<file path="src/rtl/brc_seq_if.sv">
// ---------------------------------------------------------------------------
// brc_seq_if -- request/result bundle for the lane-serial branch comparator.
//
// Signal names are written from the comparator's point of view (i_ = into the
// comparator, o_ = out of it).
//   i_valid / o_ready        : request handshake
//   i_rs1_data, i_rs2_data   : operands A and B
//   i_funct3                 : branch type
//   i_flush                  : drop any request in flight
//   o_valid / i_ready        : result handshake
//   o_br_less, o_br_equal    : compare flags
//   o_br_taken, o_illegal    : resolved branch decision, bad funct3 flag
// Modports: slave = the comparator, master = the requester/consumer.
// ---------------------------------------------------------------------------
interface brc_seq_if #(
  parameter int DATA_W = 32
);
  logic              i_valid;
  logic              o_ready;
  logic [DATA_W-1:0] i_rs1_data;
  logic [DATA_W-1:0] i_rs2_data;
  logic [2:0]        i_funct3;
  logic              i_flush;
  logic              o_valid;
  logic              i_ready;
  logic              o_br_less;
  logic              o_br_equal;
  logic              o_br_taken;
  logic              o_illegal;

  modport slave (
    input  i_valid, i_rs1_data, i_rs2_data, i_funct3, i_flush, i_ready,
    output o_ready, o_valid, o_br_less, o_br_equal, o_br_taken, o_illegal
  );

  modport master (
    output i_valid, i_rs1_data, i_rs2_data, i_funct3, i_flush, i_ready,
    input  o_ready, o_valid, o_br_less, o_br_equal, o_br_taken, o_illegal
  );
endinterface

</file>
<file path="src/rtl/brc_seq.sv">
// ---------------------------------------------------------------------------
// brc_seq -- multi-cycle, lane-serial RV32I branch comparator.
//
// Compares two operands LANE_W bits per cycle, most-significant lane first,
// and returns less/equal flags plus the resolved taken decision for the
// branch type in funct3.
//
// Ports:
//   i_clk    : clock
//   i_reset  : asynchronous active-high reset
//   bus      : brc_seq_if.slave (request, flush and result handshakes)
//
// Parameters:
//   DATA_W     : operand width
//   LANE_W     : bits compared per cycle; DATA_W must be a multiple of LANE_W
//   EARLY_EXIT : 1 = finish at the first differing lane, 0 = always N cycles
// ---------------------------------------------------------------------------
module brc_seq #(
  parameter int DATA_W     = 32,
  parameter int LANE_W     = 8,
  parameter bit EARLY_EXIT = 1'b1
) (
  input  logic       i_clk,
  input  logic       i_reset,
  brc_seq_if.slave   bus
);

  localparam int N     = DATA_W / LANE_W;
  localparam int IDX_W = (N > 1) ? $clog2(N) : 1;

  typedef enum logic [1:0] {
    ST_IDLE = 2'd0,
    ST_BUSY = 2'd1,
    ST_DONE = 2'd2
  } state_t;

  state_t              r_state;
  state_t              w_state_next;

  logic [DATA_W-1:0]   r_a;
  logic [DATA_W-1:0]   r_b;
  logic [2:0]          r_funct3;
  logic [IDX_W-1:0]    r_idx;
  logic                r_diff;       // a differing lane has already been seen
  logic                r_less_work;  // less result from that first difference

  logic                r_less;
  logic                r_equal;
  logic                r_taken;
  logic                r_illegal;

  logic                w_accept;
  logic                w_finish;
  logic [LANE_W-1:0]   w_a_lane [N];
  logic [LANE_W-1:0]   w_b_lane [N];
  logic [LANE_W-1:0]   w_a_cur;
  logic [LANE_W-1:0]   w_b_cur;
  logic                w_lane_ne;
  logic                w_lane_lt;
  logic                w_less_fin;
  logic                w_equal_fin;
  logic                w_taken_fin;
  logic                w_illegal_fin;

  // Split the registered operands into lanes.
  for (genvar gi = 0; gi < N; gi++) begin : g_lane
    assign w_a_lane[gi] = r_a[gi*LANE_W +: LANE_W];
    assign w_b_lane[gi] = r_b[gi*LANE_W +: LANE_W];
  end

  assign w_a_cur   = w_a_lane[r_idx];
  assign w_b_cur   = w_b_lane[r_idx];
  assign w_lane_ne = (w_a_cur != w_b_cur);
  assign w_lane_lt = (w_a_cur <  w_b_cur);

  assign w_accept = (r_state == ST_IDLE) && bus.i_valid && !bus.i_flush;

  // Early exit stops at the first difference; otherwise run to lane 0.
  assign w_finish = (EARLY_EXIT && w_lane_ne) || (r_idx == '0);

  // The first difference found decides "less"; later lanes cannot change it.
  assign w_less_fin  = r_diff ? r_less_work : (w_lane_ne ? w_lane_lt : 1'b0);
  assign w_equal_fin = !(r_diff || w_lane_ne);

  always_comb begin
    w_taken_fin   = 1'b0;
    w_illegal_fin = 1'b0;
    case (r_funct3)
      3'b000:          w_taken_fin   = w_equal_fin;
      3'b001:          w_taken_fin   = !w_equal_fin;
      3'b100, 3'b110:  w_taken_fin   = w_less_fin;
      3'b101, 3'b111:  w_taken_fin   = !w_less_fin;
      default:         w_illegal_fin = 1'b1;
    endcase
  end

  // State register.
  always_ff @(posedge i_clk or posedge i_reset) begin
    if (i_reset) begin
      r_state <= ST_IDLE;
    end else begin
      r_state <= w_state_next;
    end
  end

  // Next-state logic; flush outranks both handshakes.
  always_comb begin
    w_state_next = r_state;
    case (r_state)
      ST_IDLE: begin
        if (w_accept) w_state_next = ST_BUSY;
      end
      ST_BUSY: begin
        if (bus.i_flush)   w_state_next = ST_IDLE;
        else if (w_finish) w_state_next = ST_DONE;
      end
      ST_DONE: begin
        if (bus.i_flush || bus.i_ready) w_state_next = ST_IDLE;
      end
      default: w_state_next = ST_IDLE;
    endcase
  end

  // Datapath: operand capture, lane walk and result registers.
  always_ff @(posedge i_clk or posedge i_reset) begin
    if (i_reset) begin
      r_a         <= '0;
      r_b         <= '0;
      r_funct3    <= '0;
      r_idx       <= '0;
      r_diff      <= 1'b0;
      r_less_work <= 1'b0;
      r_less      <= 1'b0;
      r_equal     <= 1'b0;
      r_taken     <= 1'b0;
      r_illegal   <= 1'b0;
    end else if (w_accept) begin
      // Flipping the sign bit of both operands for signed branches turns the
      // signed compare into a plain unsigned one.
      r_a         <= {bus.i_rs1_data[DATA_W-1] ^ ~bus.i_funct3[1],
                      bus.i_rs1_data[DATA_W-2:0]};
      r_b         <= {bus.i_rs2_data[DATA_W-1] ^ ~bus.i_funct3[1],
                      bus.i_rs2_data[DATA_W-2:0]};
      r_funct3    <= bus.i_funct3;
      r_idx       <= IDX_W'(N - 1);
      r_diff      <= 1'b0;
      r_less_work <= 1'b0;
    end else if (r_state == ST_BUSY && !bus.i_flush) begin
      if (w_lane_ne && !r_diff) begin
        r_diff      <= 1'b1;
        r_less_work <= w_lane_lt;
      end
      if (w_finish) begin
        r_less    <= w_less_fin;
        r_equal   <= w_equal_fin;
        r_taken   <= w_taken_fin;
        r_illegal <= w_illegal_fin;
      end else begin
        r_idx <= r_idx - 1'b1;
      end
    end
  end

  assign bus.o_ready    = (r_state == ST_IDLE);
  assign bus.o_valid    = (r_state == ST_DONE);
  assign bus.o_br_less  = r_less;
  assign bus.o_br_equal = r_equal;
  assign bus.o_br_taken = r_taken;
  assign bus.o_illegal  = r_illegal;

endmodule

</file>
<file path="src/flat_wrapper.sv">
// flat-port wrapper written by rule: the top's interface ports become plain ports
module brc_seq_flat 
#(
  parameter int DATA_W     = 32,
  parameter int LANE_W     = 8,
  parameter bit EARLY_EXIT = 1'b1
)
  (i_clk, i_reset, bus_i_valid, bus_i_rs1_data, bus_i_rs2_data, bus_i_funct3, bus_i_flush, bus_i_ready, bus_o_ready, bus_o_valid, bus_o_br_less, bus_o_br_equal, bus_o_br_taken, bus_o_illegal);
  brc_seq_if #(.DATA_W(DATA_W)) bus_i ();
  input  logic i_clk;
  input  logic i_reset;
  input wire logic [$bits(bus_i.i_valid)-1:0] bus_i_valid;
  input wire logic [$bits(bus_i.i_rs1_data)-1:0] bus_i_rs1_data;
  input wire logic [$bits(bus_i.i_rs2_data)-1:0] bus_i_rs2_data;
  input wire logic [$bits(bus_i.i_funct3)-1:0] bus_i_funct3;
  input wire logic [$bits(bus_i.i_flush)-1:0] bus_i_flush;
  input wire logic [$bits(bus_i.i_ready)-1:0] bus_i_ready;
  output wire logic [$bits(bus_i.o_ready)-1:0] bus_o_ready;
  output wire logic [$bits(bus_i.o_valid)-1:0] bus_o_valid;
  output wire logic [$bits(bus_i.o_br_less)-1:0] bus_o_br_less;
  output wire logic [$bits(bus_i.o_br_equal)-1:0] bus_o_br_equal;
  output wire logic [$bits(bus_i.o_br_taken)-1:0] bus_o_br_taken;
  output wire logic [$bits(bus_i.o_illegal)-1:0] bus_o_illegal;
  assign bus_i.i_valid = bus_i_valid;
  assign bus_i.i_rs1_data = bus_i_rs1_data;
  assign bus_i.i_rs2_data = bus_i_rs2_data;
  assign bus_i.i_funct3 = bus_i_funct3;
  assign bus_i.i_flush = bus_i_flush;
  assign bus_i.i_ready = bus_i_ready;
  assign bus_o_ready = bus_i.o_ready;
  assign bus_o_valid = bus_i.o_valid;
  assign bus_o_br_less = bus_i.o_br_less;
  assign bus_o_br_equal = bus_i.o_br_equal;
  assign bus_o_br_taken = bus_i.o_br_taken;
  assign bus_o_illegal = bus_i.o_illegal;
  brc_seq #(.DATA_W(DATA_W), .LANE_W(LANE_W), .EARLY_EXIT(EARLY_EXIT)) u_core (.i_clk(i_clk), .i_reset(i_reset), .bus(bus_i));
endmodule
</file>
<file path="config.mk">
export PLATFORM = sky130hd
export DESIGN_NAME = brc_seq_flat
export DESIGN_NICKNAME = d
export VERILOG_FILES = /design/src/rtl/brc_seq_if.sv /design/src/rtl/brc_seq.sv /design/src/flat_wrapper.sv
export SDC_FILE = /design/constraint.sdc
export NUM_CORES = 1
export LEC_CHECK = 0
export ABC_AREA = 1
export CAP_MARGIN = 10
export CORE_MARGIN = 2
export CORE_UTILIZATION = 35
export CTS_BUF_LIST = sky130_fd_sc_hd__clkbuf_16
export DETAILED_ROUTE_END_ITERATION = 10
export PLACE_DENSITY_LB_ADDON = 0.08
export RECOVER_POWER = 100
export SYNTH_ARGS = -nofsm -noshare
export SYNTH_HDL_FRONTEND = slang
export SYNTH_SLANG_ARGS = --single-unit
</file>
<file path="constraint.sdc">
create_clock -name i_clk -period 2.95 [get_ports i_clk]
set_input_delay 0.295 -clock i_clk [delete_from_list [all_inputs] [get_ports i_clk]]
set_output_delay 0.295 -clock i_clk [all_outputs]
set_load 0.02 [all_outputs]
</file>
# Word-level counts from Yosys, hierarchy flattened
# Cells that the tools add are included.
# W data, S select, Z words.
# totals
register_bits	77
latch_bits	0
mem_bits_rw	0
romBits	0
in_bits	72
output_inout_bits	6
elab_cells	78
n_memories	0
# classes
addsub	1
n_mul	0
div_mod_pow	0
n_lt_le_gt_ge	2
n_eq_ne	12
n_shift	0
mux	24
n_bitwise	5
n_reduce_logical	23
# ops
operator	count
$bmux W8 S2	2
$mux W8	4
$mux W2	7
$eq A3 B3 Y1 const B	4
$mux W1	9
$lt A8 B8 Y1	1
$ne A8 B8 Y1	1
$ne A2 B1 Y1 const B	3
$pmux W2 S3	1
$reduce_and A3 Y1	2
$reduce_or A6 Y1	1
$logic_and A1 B1 Y1	4
$logic_not A1 Y1	4
$logic_not A2 Y1	2
$pmux W1 S4	1
$reduce_and A2 Y1	2
$reduce_bool A2 Y1	2
$reduce_or A2 Y1	2
$eq A3 B1 Y1 const B	1
$ge A3 B3 Y1 const B	1
$logic_not A3 Y1	1
$logic_or A1 B1 Y1	3
$ne A3 B2 Y1 const B	1
$not A2 Y3	1
other kinds (5)	7

# Longest topological paths before layout
# logic_depth
depth_word	9
mapped_depth	17
depth_no_buf	16

# Least setup slack after synthesis
# OpenSTA, ideal clock, no wires.
# synth_path
kind	reg2reg
startpoint	register u_core.r_idx[0]
endpoint	register u_core.r_taken (netlist: u_core.bus.o_br_taken)
arrival_ps	1911
path_slack_ps	923
path_stages_with_launch	13
n_path_buf	1
synth_period_minus_slack_ps	2027
cell_sequence	dfrtp_1 inv_2 buf_1 nor2_1 o22ai_1 ha_1 a21o_1 nor2_1 nand3_1 nand3_1 nand3_1 nand2_1 nand2_1
# synth_via
elab_chain_len	9
# synth_rtl
item	line	rtl
start, declared	brc_seq.sv:43	logic [IDX_W-1:0] r_idx;
start signal, assigned	brc_seq.sv:145	r_idx <= IDX_W'(N - 1);
start signal, assigned	brc_seq.sv:159	r_idx <= r_idx - 1'b1;
$not A2 Y3 (not written as such)	brc_seq.sv:71, brc_seq.sv:72	
$bmux W8 S2, on equally long branches	brc_seq.sv:71, brc_seq.sv:72	
$mux W8, on equally long branches (2 in series)	brc_seq.sv:71, brc_seq.sv:72	
$lt A8 B8 Y1 or $ne A8 B8 Y1 (tied branches)	brc_seq.sv:74, brc_seq.sv:73	
$mux W1 (2 in series)	brc_seq.sv:82	assign w_less_fin = r_diff ? r_less_work : (w_lane_ne ? w_lane_lt : 1'b0);
$logic_not A1 Y1	brc_seq.sv:92	3'b101, 3'b111: w_taken_fin = !w_less_fin;
$pmux W1 S4	brc_seq.sv:88	case (r_funct3)
end signal, assigned	brc_seq.sv:156	r_taken <= w_taken_fin;
end, declared	brc_seq.sv:49	logic r_taken;
# Several ways; a longest one is shown, not always the timed one. The select of a mux whose other input is x is not followed.
# A chain may end at the register's enable or synchronous reset.

# Final worst setup path
# layout_path
startpoint	register u_core.r_idx[1]
endpoint	register u_core.r_less (netlist: u_core.bus.o_br_less)
# layout_via
elab_chain_len	7
# layout_rtl
item	line	rtl
$not A2 Y3 (not written as such)	brc_seq.sv:71, brc_seq.sv:72	
$bmux W8 S2, on equally long branches	brc_seq.sv:71, brc_seq.sv:72	
$mux W8, on equally long branches (2 in series)	brc_seq.sv:71, brc_seq.sv:72	
$lt A8 B8 Y1 or $ne A8 B8 Y1 (tied branches)	brc_seq.sv:74, brc_seq.sv:73	
$mux W1 or $logic_or A1 B1 Y1 (tied branches)	brc_seq.sv:82, brc_seq.sv:79	
$mux W1 or $reduce_and A3 Y1 (tied branches)	-	
end signal, assigned	brc_seq.sv:154	r_less <= w_less_fin;
end, declared	brc_seq.sv:47	logic r_less;
# Several ways; a longest one is shown, not always the timed one. The select of a mux whose other input is x is not followed.

==> flow_summary.json <==
{
  "cts_resized": 0,
  "hold_depth": 2,
  "placed_area_um2": 4570,
  "cp-start-kind": "flop",
  "irDropWorstVdd_v": 0.000318,
  "worstPathRequired_ns": 3.16,
  "slew_headroom_pct": 15.9,
  "hold_viol_final": 0,
  "drc": 0,
  "die_h_um": 106,
  "placed_cells": 666,
  "post_synth_num_cell_types": 22,
  "fmax_mhz": 400,
  "crit_path_max_fanout": 18,
  "fin_setup_tns_ns": 0,
  "vias": 3163,
  "clkTransAtPathRegs_ns": 0.06,
  "dieWidth_um": 106,
  "antenna_cells": 0,
  "cts.sinks": 77,
  "drt_iter0_drc": 187,
  "period_share_pct": 84.6,
  "ant_nets": 0,
  "start_util_pct": 35.8,
  "power_mw": 3.50,
  "die_area_um2": 11300,
  "holdWs_ns": 0.477,
  "root_buffer": "clkbuf_16",
  "critPathCaptureType": "flop",
  "grt_pass1_wl_um": 15400,
  "worst_path_max_delay_cell": "inv_1",
  "post_cts_buffers": 0,
  "overflow": 0,
  "p_sw_share_pct": 32.8,
  "cts.path.max_buffers": 2,
  "whs_endpoint": "u_core.bus.o_br_equal$_DFFE_PP0P_",
  "syn_nets": 551,
  "combPwrFrac_pct": 28.9,
  "slew_violations": 0,
  "dp_slack_ns": 0.592,
  "grt_max_degree": 65,
  "worstReg2RegStart": "u_core.r_idx[1]$_DFFE_PP0P_",
  "routed_via_density": 4.64,
  "p_leak_nw": 2.41,
  "p_int_mw": 2.35,
  "final_area_um2": 4830,
  "setup_ws_ns": 0.453,
  "status": "completed",
  "rsz0062_at_grt": "false",
  "ctsHoldBuffers": 0,
  "drt-total-wl_um": 9040,
  "core.rowCount": 37,
  "antenna_found_initial": 0,
  "wl_per_cell_um": 13.3,
  "power.density_nw_per_um2": 724,
  "cp.arrival_ns": 2.71,
  "hold_class": "reg2reg",
  "synth_top_area_share_pct": 52.4,
  "stdcell_count": 682,
  "clock_latency_ns": 0.33,
  "p_switching_mw": 1.15,
  "syn_inst": 470,
  "place_congestion": 0.791,
  "finish.net_count": 622,
  "clkPwrFrac_pct": 31.0,
  "fin_skew_ns": 0.00567,
  "cts_max_level": 3,
  "synth_top_cell_by_area": "dfrtp_1",
  "slowest_delay_ns": 0.41,
  "grt_use_total_pct": 17.2,
  "first_pass_iters": 4,
  "synthToLayoutAreaGrowth_pct": 31.4,
  "cp_top_family": "simple AND/OR/NAND/NOR gates",
  "critPathKind": "reg2reg",
  "r2r_cells": 13,
  "ys_ff_latch": 77,
  "dpl.hpwl_um": 6360,
  "drive_gt1_share_pct": 5.13,
  "syn_avg_cell_area_um2": 7.82,
  "path_cells": "inv_1 > o21ai_0 > o22ai_1 > ha_1 > nand2_2 > nor2_1 > nand2_2 > nor2_1 > inv_1 > nand2_1 > inv_1 > nor2_1 > a31oi_1",
  "grt_pass1_vias": 3213,
  "ys_seq_area_share_pct": 52.4,
  "io_buffers": 77,
  "rr_endpoint": "u_core.bus.o_br_less$_DFFE_PP0P_",
  "cts_buffers": 9,
  "area.sequential_um2": 1930,
  "synth_area_um2": 3670,
  "utilization_pct": 47.0,
  "core-area_um2": 10300,
  "io_pins": 78,
  "crit_buf_inv": 3,
  "multi_input_area_um2": 1540,
  "r2r_slack_ns": 0.45,
  "maxCapViolCount": 0,
  "ys_warn_count": 0,
  "hp-start": "u_core.bus.o_br_equal$_DFFE_PP0P_",
  "cts_tree": "yes",
  "seqPwrFrac_pct": 40.1,
  "post-route-min-period_ns": 2.50,
  "ys_top_cells_by_area": "dfrtp_1 (52%), nand2_1 (22%), o21ai_0 (6.1%)",
  "num-fill-cells": 1085,
  "finalSetupViolations": 0,
  "tightest_slew_ns": 1.26
}
==> worst register-to-register path, stage by stage, from the launching register on <==
cell and delay, ns:
dfrtp_1 0.38, inv_1 0.41, o21ai_0 0.19, o22ai_1 0.25, ha_1 0.22, nand2_2 0.06, nor2_1 0.21, nand2_2 0.09
nor2_1 0.13, inv_1 0.06, nand2_1 0.15, inv_1 0.10, nor2_1 0.09, a31oi_1 0.04
==> power groups by stage <==
| stage | Clock [mW] | Combinational (mW) | Sequential [mW] |
|---|---|---|---|
| finish | 1.09 | 1.01 | 1.40 |
| global route | 1.16 | 1.18 | 1.43 |
| CTS | 1.11 | 1.05 | 1.41 |
| detailed placement | 0 | 1.04 | 1.42 |
| global placement | 0 | 1.02 | 1.43 |
| floorplan | 0 | 0.711 | 1.39 |
==> Yosys cell counts <==
cell type and n:
a21o_1 1, a21oi_1 12, a31oi_1 1, a32o_1 1, buf_1 3, buf_2 12
buf_4 6, clkbuf_1 2, dfrtp_1 77, ha_1 9, inv_1 17, inv_2 3
nand2_1 217, nand2_2 5, nand3_1 5, nor2_1 38, nor2_2 3, nor2_4 1
o21ai_0 45, o22ai_1 8, o31ai_1 1, xor2_1 3
==> cells in the final DEF (no fill, tap or decap) <==
cell type / synthesis / final
a21o_1: 1 / 1
a21oi_1: 12 / 12
a31oi_1: 1 / 1
a32o_1: 1 / 1
buf_12: 0 / 1
buf_4: 6 / 3
bufinv_16: 0 / 1
clkbuf_16: 0 / 9
clkbuf_2: 0 / 2
clkdlybuf4s50_1: 0 / 69
clkinv_2: 0 / 2
clkinv_4: 0 / 1
clkinvlp_4: 0 / 2
dfrtp_1: 77 / 77
dlygate4sd3_1: 0 / 8
ha_1: 9 / 9
inv_1: 17 / 20
inv_2: 3 / 1
nand2_1: 217 / 218
nand2_2: 5 / 4
nand3_1: 5 / 5
nor2_1: 38 / 40
nor2_2: 3 / 1
nor2_4: 1 / 1
o21ai_0: 45 / 45
o22ai_1: 8 / 8
o31ai_1: 1 / 1
xor2_1: 3 / 3
==> cell families after synthesis <==
family / share of synthesized area (%)
compound gates: 9.98
xor+xnor: 0.715
fa+ha+maj: 3.06
simple gates: 28.4
flops: 52.4
buf+inv: 5.41
==> layer usage <==
layer	part of all wire [%]	routed length, µm	track usage [%]
met5	0	0	0
met2	46	4190	27.3
met1	48	4380	23.9
met4	1.4	123	5.84
met3	3.8	347	3.13
==> flip-flops by register name, summed over array words and instances (netlist names) <==
register               count
u_core.bus.o_br_equal      1
u_core.bus.o_br_less       1
u_core.bus.o_br_taken      1
u_core.bus.o_illegal       1
u_core.r_a                32
u_core.r_b                32
u_core.r_diff              1
u_core.r_funct3            3
u_core.r_idx               2
u_core.r_less_work         1
u_core.r_state             2
==> worst max-delay path by stage <==
stage                                startpoint                           endpoint  slack, ns  cells after the start
floorplan                               i_reset  u_core.bus.o_br_equal$_DFFE_PP0P_       0.69                      1
detailed placement  u_core.r_idx[0]$_DFFE_PP0P_  u_core.bus.o_br_taken$_DFFE_PP0P_       0.59                     12
global route        u_core.r_idx[0]$_DFFE_PP0P_   u_core.bus.o_br_less$_DFFE_PP0P_       0.18                     13
CTS                 u_core.r_idx[0]$_DFFE_PP0P_  u_core.bus.o_br_taken$_DFFE_PP0P_       0.58                     12
global placement    u_core.r_idx[1]$_DFFE_PP0P_  u_core.bus.o_br_taken$_DFFE_PP0P_       0.66                     12
finish              u_core.r_idx[1]$_DFFE_PP0P_   u_core.bus.o_br_less$_DFFE_PP0P_       0.45                     13
==> final cells by class <==
class | instances | share of cell area [%]
Tap cell | 136 | 3.52
Sequential cell | 77 | 39.9
Clock inverter | 7 | 1.40
Timing Repair Buffer | 83 | 17.0
Inverter | 20 | 1.55
Clock buffer | 9 | 4.66
Multi-Input combinational cell | 350 | 31.9
Power figures use the tool's default switching activity.
